`src/rtl/gb_alu_seq.sv`:
```
// Sequential CPU ALU: W-bit operands processed SLICE_W bits per cycle, LSB slice first.
// Define GB_ALU_SEQ_ROT_EN to build the rotate/shift ops (A-F); otherwise they report out_err.
module gb_alu_seq #(
  parameter int unsigned W       = 8,
  parameter int unsigned SLICE_W = 4
) (
  input  logic         clk,
  input  logic         rst,
  input  logic         in_valid,
  output logic         in_ready,
  input  logic [3:0]   in_op,
  input  logic [W-1:0] in_a,
  input  logic [W-1:0] in_b,
  input  logic [3:0]   in_flags,
  output logic         out_valid,
  input  logic         out_ready,
  output logic [W-1:0] out_result,
  output logic [3:0]   out_flags,
  output logic         out_err
);

  localparam int unsigned N    = W / SLICE_W;
  localparam int unsigned CntW = (N > 1) ? $clog2(N) : 1;
  localparam logic [CntW-1:0] LastIdx = CntW'(N - 1);

  localparam logic [3:0] OpAdd = 4'h0;
  localparam logic [3:0] OpAdc = 4'h1;
  localparam logic [3:0] OpSub = 4'h2;
  localparam logic [3:0] OpSbc = 4'h3;
  localparam logic [3:0] OpAnd = 4'h4;
  localparam logic [3:0] OpOr  = 4'h5;
  localparam logic [3:0] OpXor = 4'h6;
  localparam logic [3:0] OpCp  = 4'h7;
  localparam logic [3:0] OpInc = 4'h8;
  localparam logic [3:0] OpDec = 4'h9;
`ifdef GB_ALU_SEQ_ROT_EN
  localparam logic [3:0] OpRlc = 4'hA;
  localparam logic [3:0] OpRl  = 4'hB;
  localparam logic [3:0] OpRrc = 4'hC;
  localparam logic [3:0] OpRr  = 4'hD;
  localparam logic [3:0] OpSla = 4'hE;
  localparam logic [3:0] OpSrl = 4'hF;
`endif

  typedef enum logic [1:0] {StIdle, StBusy, StDone} state_e;

  state_e          state_q, state_d;
  logic [3:0]      op_q, op_d, flags_q, flags_d;
  logic [W-1:0]    a_q, a_d, b_q, b_d, res_q, res_d;
  logic            carry_q, carry_d, zero_q, zero_d;
  logic [CntW-1:0] idx_q, idx_d;
  logic [W-1:0]    out_result_q, out_result_d;
  logic [3:0]      out_flags_q, out_flags_d;
  logic            out_err_q, out_err_d;

  logic               accept, is_sub, is_arith, first_cin, cin, h_raw, c_arith;
  logic [SLICE_W-1:0] a_sl, b_sl;
  logic [SLICE_W:0]   sum;
  logic               zero_acc;
  logic [W-1:0]       a_rot, b_rot, res_shift;
  logic [3:0]         arith_flags;
  logic [W-1:0]       sp_result;
  logic               sp_h, sp_c, sp_err;
  logic [3:0]         sp_flags;

  assign in_ready   = ~rst & ((state_q == StIdle) | ((state_q == StDone) & out_ready));
  assign accept     = in_valid & in_ready;
  assign out_valid  = (state_q == StDone);
  assign out_result = out_result_q;
  assign out_flags  = out_flags_q;
  assign out_err    = out_err_q;

  assign is_sub   = (op_q == OpSub) | (op_q == OpSbc) | (op_q == OpCp) | (op_q == OpDec);
  assign is_arith = (op_q <= OpSbc) | (op_q == OpCp) | (op_q == OpInc) | (op_q == OpDec);

  always_comb begin
    case (op_q)
      OpAdc:              first_cin = flags_q[0];
      OpSub, OpCp, OpDec: first_cin = 1'b1;
      OpSbc:              first_cin = ~flags_q[0];
      default:            first_cin = 1'b0;
    endcase
  end

  // Subtraction runs as A + ~B + ~borrow; carries are inverted back into borrows for the flags.
  assign a_sl      = a_q[SLICE_W-1:0];
  assign b_sl      = b_q[SLICE_W-1:0] ^ {SLICE_W{is_sub}};
  assign cin       = (idx_q == '0) ? first_cin : carry_q;
  assign sum       = {1'b0, a_sl} + {1'b0, b_sl} + {{SLICE_W{1'b0}}, cin};
  assign zero_acc  = zero_q & (sum[SLICE_W-1:0] == '0);
  assign h_raw     = sum[SLICE_W-4] ^ a_sl[SLICE_W-4] ^ b_sl[SLICE_W-4];
  assign c_arith   = ((op_q == OpInc) | (op_q == OpDec)) ? flags_q[0] : (sum[SLICE_W] ^ is_sub);
  assign arith_flags = {zero_acc, is_sub, h_raw ^ is_sub, c_arith};

  // Operands rotate so the original A is back in place after the last slice (needed by CP).
  assign a_rot     = (a_q >> SLICE_W) | (a_q << (W - SLICE_W));
  assign b_rot     = (b_q >> SLICE_W) | (b_q << (W - SLICE_W));
  assign res_shift = (res_q >> SLICE_W) | (W'(sum[SLICE_W-1:0]) << (W - SLICE_W));

  always_comb begin
    sp_result = '0;
    sp_h      = 1'b0;
    sp_c      = 1'b0;
    sp_err    = 1'b0;
    case (op_q)
      OpAnd: begin
        sp_result = a_q & b_q;
        sp_h      = 1'b1;
      end
      OpOr:  sp_result = a_q | b_q;
      OpXor: sp_result = a_q ^ b_q;
`ifdef GB_ALU_SEQ_ROT_EN
      OpRlc: begin sp_result = {a_q[W-2:0], a_q[W-1]};      sp_c = a_q[W-1]; end
      OpRl:  begin sp_result = {a_q[W-2:0], flags_q[0]};    sp_c = a_q[W-1]; end
      OpRrc: begin sp_result = {a_q[0], a_q[W-1:1]};        sp_c = a_q[0];   end
      OpRr:  begin sp_result = {flags_q[0], a_q[W-1:1]};    sp_c = a_q[0];   end
      OpSla: begin sp_result = {a_q[W-2:0], 1'b0};          sp_c = a_q[W-1]; end
      OpSrl: begin sp_result = {1'b0, a_q[W-1:1]};          sp_c = a_q[0];   end
`endif
      default: sp_err = 1'b1;
    endcase
    sp_flags = sp_err ? flags_q : {(sp_result == '0), 1'b0, sp_h, sp_c};
  end

  always_comb begin
    state_d      = state_q;
    op_d         = op_q;
    a_d          = a_q;
    b_d          = b_q;
    flags_d      = flags_q;
    carry_d      = carry_q;
    zero_d       = zero_q;
    idx_d        = idx_q;
    res_d        = res_q;
    out_result_d = out_result_q;
    out_flags_d  = out_flags_q;
    out_err_d    = out_err_q;
    case (state_q)
      StIdle, StDone: begin
        if ((state_q == StDone) && out_ready) state_d = StIdle;
        if (accept) begin
          state_d = StBusy;
          op_d    = in_op;
          a_d     = in_a;
          b_d     = ((in_op == OpInc) || (in_op == OpDec)) ? W'(1) : in_b;
          flags_d = in_flags;
          idx_d   = '0;
          zero_d  = 1'b1;
        end
      end
      StBusy: begin
        if (is_arith) begin
          a_d     = a_rot;
          b_d     = b_rot;
          carry_d = sum[SLICE_W];
          zero_d  = zero_acc;
          res_d   = res_shift;
          idx_d   = idx_q + CntW'(1);
          if (idx_q == LastIdx) begin
            state_d      = StDone;
            out_result_d = (op_q == OpCp) ? a_rot : res_shift;
            out_flags_d  = arith_flags;
            out_err_d    = 1'b0;
          end
        end else begin
          // Logic, rotate and unsupported ops finish in a single BUSY cycle.
          state_d      = StDone;
          out_result_d = sp_result;
          out_flags_d  = sp_flags;
          out_err_d    = sp_err;
        end
      end
      default: state_d = StIdle;
    endcase
  end

  always_ff @(posedge clk) begin
    if (rst) begin
      state_q      <= StIdle;
      op_q         <= '0;
      a_q          <= '0;
      b_q          <= '0;
      flags_q      <= '0;
      carry_q      <= 1'b0;
      zero_q       <= 1'b0;
      idx_q        <= '0;
      res_q        <= '0;
      out_result_q <= '0;
      out_flags_q  <= '0;
      out_err_q    <= 1'b0;
    end else begin
      state_q      <= state_d;
      op_q         <= op_d;
      a_q          <= a_d;
      b_q          <= b_d;
      flags_q      <= flags_d;
      carry_q      <= carry_d;
      zero_q       <= zero_d;
      idx_q        <= idx_d;
      res_q        <= res_d;
      out_result_q <= out_result_d;
      out_flags_q  <= out_flags_d;
      out_err_q    <= out_err_d;
    end
  end

endmodule
```
`config.mk`:
```
export PLATFORM = sky130hd
export DESIGN_NAME = gb_alu_seq
export DESIGN_NICKNAME = d
export VERILOG_FILES = /design/src/rtl/gb_alu_seq.sv
export SDC_FILE = /design/constraint.sdc
export NUM_CORES = 1
export LEC_CHECK = 0
export CORE_ASPECT_RATIO = 2
export CORE_MARGIN = 2
export CORE_UTILIZATION = 53
export DETAILED_ROUTE_END_ITERATION = 8
export PLACE_DENSITY = 0.78
export SYNTH_ARGS = -nofsm -noshare
export SYNTH_HDL_FRONTEND = slang
export SYNTH_SLANG_ARGS = --single-unit
```
`constraint.sdc`:
```
create_clock -name clk -period 7.05 [get_ports clk]
set_input_delay 1.41 -clock clk [delete_from_list [all_inputs] [get_ports clk]]
set_output_delay 1.41 -clock clk [all_outputs]
set_load 0.01 [all_outputs]
```
# Yosys cells after proc, flatten, opt, wreduce, memory -nomap -nowiden

Index checks and enable logic that the tools add are counted.
W data, S select, Z words.

Bits in registers: 50
Bits in latches: 0
Bits in writable memories: 0
ROM bits: 0
Word-level logic and storage cells: 105
Memories kept: 0

Add/sub/neg operators: 3
$mul: 0
Div/mod/pow operators: 0
Magnitude comparators: 1
Equality and inequality tests: 18
Shifts and indexed selects: 0
Mux-type cells: 32
Bitwise logic cells: 25
Reductions and logical operators: 14

Operators with widths:

| cell                 | number |
|---|---|
| $mux W8              | 8 |
| $pmux W8 S2          | 2 |
| $or A4 B8 Y8         | 3 |
| $pmux W8 S3          | 1 |
| $eq A4 B3 Y1 const B | 4 |
| $eq A4 B4 Y1 const B | 4 |
| $mux W4              | 3 |
| $mux W1              | 10 |
| $and A8 B8 Y8        | 1 |
| $eq A4 B2 Y1 const B | 2 |
| $logic_not A8 Y1     | 1 |
| $mux W2              | 4 |
| $or A1 B1 Y1         | 8 |
| $or A8 B8 Y8         | 1 |
| $reduce_and A2 Y1    | 4 |
| $xor A8 B8 Y8        | 1 |
| $ne A2 B2 Y1 const B | 3 |
| $ne A3 B3 Y1 const B | 2 |
| $reduce_or A3 Y1     | 2 |
| $add A4 B4 Y5        | 1 |
| $add A5 B1 Y5        | 1 |
| $and A1 B1 Y1        | 4 |
| $eq A4 B1 Y1 const B | 1 |
| $le A4 B2 Y1 const B | 1 |
| 16 further kinds     | 21 |

# Depth between registers and ports, before layout

Depth after elaboration: 12
Gate-level depth with buffers: 14
Depth with buffers taken out: 13

# Least setup slack after synthesis

OpenSTA, ideal clock, no wires.

Path type: input port to output port
From: input port out_ready
To: output port in_ready
Arrival time: 1768 ps
Slack: 3872 ps
Stages: 2
Buffers on the path: 0
Cells stage by stage: inv_1 a211oi_2

Longest elaborated chain between the ends: 3

Ends and longest elaborated chain:

| element         | RTL line | RTL |
|---|---|---|
| start, declared | 16       | `input logic out_ready,` |
| $and A1 B1 Y1   | 66       | `assign in_ready = ~rst & ((state_q == StIdle) \| ((state_q == StDone) & out_ready));` |
| $or A1 B1 Y1    | 66       |  |
| $and A1 B1 Y1   | 66       |  |
| end, declared   | 10       | `output logic in_ready,` |

No other way between the ends.

# Worst setup path after layout

From: input port rst
To: output port in_ready

Longest elaborated chain between the ends: 2

Ends and longest elaborated chain:

| element         | RTL line | RTL |
|---|---|---|
| start, declared | 8        | `input logic rst,` |
| $not A1 Y1      | 66       |  |
| $and A1 B1 Y1   | 66       |  |

No other way between the ends.

==> flow_metrics.env <==
export IMPL_crit_path_max_incr_delay_ns=0.59
export IMPL_worst_setup_path_startpoint="rst"
export IMPL_setup_tns_final_ns=0
export IMPL_period_share_pct=59.5
export IMPL_post_cts_buffers=0
export IMPL_postSynthAreaPerCell_um2=8.08
export IMPL_num_io_pins=43
export IMPL_reg2regPathDepth=11
export IMPL_max_freq_ghz=0.238
export IMPL_dr_vias=2759
export IMPL_drc=0
export IMPL_cts_tree="built"
export IMPL_detail_route_iter0_violations=90
export IMPL_placementRows=38
export IMPL_synth_edff_count=0
export IMPL_slew_limit_headroom_pct=38.2
export IMPL_cell_area_after_synthesis_um2=2950
export IMPL_grt_setup_unrepaired="no"
export IMPL_gp_congestion=0.963
export IMPL_grt_pass1_wl_um=13500
export IMPL_viasPerCell=6.16
export IMPL_grt_antenna_before_repair=0
export IMPL_holdPathEnd="out_flags[1]$_SDFFE_PP0P_"
export IMPL_hold_start="flags_q[1]$_SDFFE_PP0P_"
export IMPL_ant_nets=0
export IMPL_holdBufCountCts=0
export IMPL_cts_buffers_inserted=5
export IMPL_r2r_start="op_q[1]$_SDFFE_PP0P_"
export IMPL_maxSlewViolCount=0
export IMPL_finish_utilization_pct=62.7
export IMPL_grt_max_degree=50
export IMPL_clk_pin_slew_worst_paths_ns=0.08
export IMPL_total_leakage_power_nw=1.32
export IMPL_final_hold_viol_count=0
export IMPL_worst_path_buf_inv=2
export IMPL_insertedDiodeCount=0
export IMPL_clock_sinks=46
export IMPL_hp_class="reg2reg"
export IMPL_grt_usage_pct=28.5
export IMPL_design_core_area_um2=5420
export IMPL_fillers=491
export IMPL_ys_async_sr_fraction_pct=0
export IMPL_power_density_nw_per_um2=248
export IMPL_share_of_layout_cells_above_drive_strength_1_pct=7.47
export IMPL_htree_levels=2
export IMPL_maxCapViolCount=0
export IMPL_most_used_dff_post_synth="sky130_fd_sc_hd__dfxtp_1"
export IMPL_timing_worst_slew_pin_value_ns=0.927
export IMPL_regToRegSetupSlack_ns=3.48
export IMPL_vias_in_the_first_global_route=2770
export IMPL_finalWorstPathRequiredPeriod_ns=4.20
export IMPL_final_setup_vio_count=0
export IMPL_synth_cell_types=54
export IMPL_post_place_ws_ns=2.85
export IMPL_crit_family="buffers and inverters"
export IMPL_globalRouteOverflowTotal=0
export IMPL_worstHoldPathCells=2
export IMPL_synth_warning_count=0
export IMPL_placed_cells=441
export IMPL_hpwl_detailed_um=6430
export IMPL_worst_path_max_delay_cell="sky130_fd_sc_hd__clkdlybuf4s50_1"
export IMPL_worst_slack_ns=2.85
export IMPL_clock_root_buffer="sky130_fd_sc_hd__clkbuf_8"
export IMPL_fp_dieArea_um2=6220
export IMPL_wirelength_um=8440
export IMPL_postSynthRegisterBits=46
export IMPL_post_cts_resized_instances=0
export IMPL_detailedRoute_firstPassIterationCount=4
export IMPL_outcome="finished, final reports clean"
export IMPL_worst_r2r_endpoint="out_flags[0]$_SDFFE_PP0P_"
export IMPL_synthesis_nets=414
export IMPL_design_final_nets=437
export IMPL_worstPathCellList="buf_2 > a211oi_2 > clkdlybuf4s50_1"
export IMPL_floorplan_die_height_um=110
export IMPL_die_width_um=56.8
export IMPL_max_root_sink_buffers=2
export IMPL_starting_utilization_of_the_core_area_pct=54.4
export IMPL_path_class="in2out"
export IMPL_cp_start_kind="input pin"
export IMPL_critPathMaxFanout=49
export IMPL_synth_seq_area_share_pct=31.2
export IMPL_worst_ir_drop_vdd_uv=214
export IMPL_synthToLayoutAreaGrowth_pct=15.2
export IMPL_report_power_total_mw=0.842
export IMPL_average_detailed_routed_wire_length_per_instance_um=18.8
export IMPL_layout_cells_non_filler=448
export IMPL_syn_instance_count=365
export IMPL_worst_clock_skew_ns=0.00586
export IMPL_worstSkewPairLatency_ns=0.30
export IMPL_arrival_ns=2.79
export IMPL_worstPathRequired_ns=5.64
export IMPL_numPortBuffers=42
export IMPL_timing_critical_path_to_type="primary output"
-- cell families after synthesis --
logic type	share of synthesized area, %
and+or+nand+nor	23.0
buffers and inverters	8.18
adders and majority gates	9.41
DFF	31.2
muxes	2.04
xor gates and xnor gates	2.67
AOI/OAI and AO/OA	23.5
-- power breakdown --
group          switching [mW]  internal, mW  total (mW)
logic                   0.170         0.128       0.298
clock network          0.0896         0.114       0.203
registers              0.0473         0.293       0.341
-- worst max path at each step --
| stage | cells after the start | slack (ns) | to |
|---|---|---|---|
| global placement | 3 | 2.87 | in_ready |
| CTS | 3 | 2.83 | in_ready |
| global route | 3 | 2.76 | in_ready |
| floorplan | 2 | 3.87 | in_ready |
| detailed placement | 3 | 2.85 | in_ready |
| finish | 3 | 2.85 | in_ready |
-- metrics by stage --
step	hold WS [ns]	area (um2)
after floorplan	0.433	2950
after global placement	0.445	3290
after detailed placement	0.450	3290
after CTS	0.464	3400
after global routing	0.482	3400
final	0.463	3400
-- metal layers --
layer,vias to the layer above,wire (um),track usage [%]
met5,-,0,0
met2,106,4370,52.7
met3,40,414,4.00
met4,0,642,21.6
li1,1313,-,-
met1,1300,3010,27.7
-- synth_stat cells (2+ instances only) --
cell                        instances  area share, %
sky130_fd_sc_hd__a2111oi_2          6            3.1
sky130_fd_sc_hd__a211oi_1          10            2.5
sky130_fd_sc_hd__a21o_1             3           0.76
sky130_fd_sc_hd__a21oi_1           30            5.1
sky130_fd_sc_hd__a2bb2oi_1          2           0.59
sky130_fd_sc_hd__a311oi_1          10            3.0
sky130_fd_sc_hd__a311oi_2           2            1.0
sky130_fd_sc_hd__and2_1             3           0.64
sky130_fd_sc_hd__buf_2              7            1.2
sky130_fd_sc_hd__buf_4              4            1.0
sky130_fd_sc_hd__buf_6              5            1.9
sky130_fd_sc_hd__clkbuf_1          10            1.3
sky130_fd_sc_hd__dfxtp_1           46             31
sky130_fd_sc_hd__fa_1               2            1.4
sky130_fd_sc_hd__ha_1              19            8.1
sky130_fd_sc_hd__inv_1             21            2.7
sky130_fd_sc_hd__mux2i_1            6            2.0
sky130_fd_sc_hd__nand2_1           51            6.5
sky130_fd_sc_hd__nand2b_1           4           0.85
sky130_fd_sc_hd__nand3_1            3           0.51
sky130_fd_sc_hd__nand3b_1           7            1.8
sky130_fd_sc_hd__nand4_1            2           0.42
sky130_fd_sc_hd__nor2_1            42            5.3
sky130_fd_sc_hd__nor2_2             3           0.64
sky130_fd_sc_hd__nor2b_1            4           0.85
sky130_fd_sc_hd__nor2b_4            2           0.93
sky130_fd_sc_hd__nor3_1            12            2.0
sky130_fd_sc_hd__o21ai_0            8            1.4
sky130_fd_sc_hd__o22ai_1            4           0.85
sky130_fd_sc_hd__o31ai_1            6            1.5
sky130_fd_sc_hd__xnor2_1            7            2.1
sky130_fd_sc_hd__xor2_1             2           0.59
-- worst register-to-register path, cell delays in order, from the launching register on --
cell                      delay (ns)
sky130_fd_sc_hd__dfxtp_1        0.85
sky130_fd_sc_hd__nor2_1         0.20
sky130_fd_sc_hd__a32oi_2        0.48
sky130_fd_sc_hd__xnor2_1        0.22
sky130_fd_sc_hd__fa_1           0.23
sky130_fd_sc_hd__inv_1          0.07
sky130_fd_sc_hd__fa_1           0.40
sky130_fd_sc_hd__a21o_1         0.17
sky130_fd_sc_hd__a21oi_1        0.32
sky130_fd_sc_hd__o31ai_1        0.10
sky130_fd_sc_hd__o21ai_0        0.28
sky130_fd_sc_hd__a21oi_1        0.10
-- sequential cells by signal (all words and copies together), names as in the netlist --
name and count:
zero_q 1, out_result 8, carry_q 1, b_q 8, flags_q 4, a_q 8
out_err 1, idx_q 1, state_q 2, out_flags 4, op_q 4, res_q 4
-- placed cells by master (no fill, tap or decap), types with 2 or more instances in the layout --
cell type / synthesis / final
sky130_fd_sc_hd__a21o_1: 3 / 3
sky130_fd_sc_hd__and2_1: 3 / 3
sky130_fd_sc_hd__clkbuf_8: 0 / 6
sky130_fd_sc_hd__clkdlybuf4s50_1: 0 / 41
sky130_fd_sc_hd__o22ai_1: 4 / 4
sky130_fd_sc_hd__a211oi_1: 10 / 10
sky130_fd_sc_hd__a311oi_2: 2 / 2
sky130_fd_sc_hd__inv_1: 21 / 21
sky130_fd_sc_hd__xor2_1: 2 / 2
sky130_fd_sc_hd__nand4_1: 2 / 2
sky130_fd_sc_hd__xnor2_1: 7 / 7
sky130_fd_sc_hd__nor2b_4: 2 / 2
sky130_fd_sc_hd__nand2b_1: 4 / 4
sky130_fd_sc_hd__nor2b_1: 4 / 4
sky130_fd_sc_hd__a21oi_1: 30 / 30
sky130_fd_sc_hd__o31ai_1: 6 / 6
sky130_fd_sc_hd__mux2i_1: 6 / 6
sky130_fd_sc_hd__a311oi_1: 10 / 10
sky130_fd_sc_hd__nor3_1: 12 / 12
sky130_fd_sc_hd__o21ai_0: 8 / 8
sky130_fd_sc_hd__dfxtp_1: 46 / 46
sky130_fd_sc_hd__ha_1: 19 / 19
sky130_fd_sc_hd__a2111oi_2: 6 / 6
sky130_fd_sc_hd__nand3b_1: 7 / 7
sky130_fd_sc_hd__fa_1: 2 / 2
sky130_fd_sc_hd__nand2_1: 51 / 51
sky130_fd_sc_hd__nor2_1: 42 / 42
sky130_fd_sc_hd__nand3_1: 3 / 3
sky130_fd_sc_hd__nor2_2: 3 / 3
sky130_fd_sc_hd__a2bb2oi_1: 2 / 2
-- area by class of cell --
class	instances	area, um2	share of cell area, %
multi-input combinational	271	1790	52.6
tap	60	75.1	2.21
sequential	46	921	27.1
inverter	21	78.8	2.32
clock buffer	6	82.6	2.43
timing repair buffer	43	423	12.4
clock inverter	1	30.0	0.884
(Power assumes the default switching activity.)
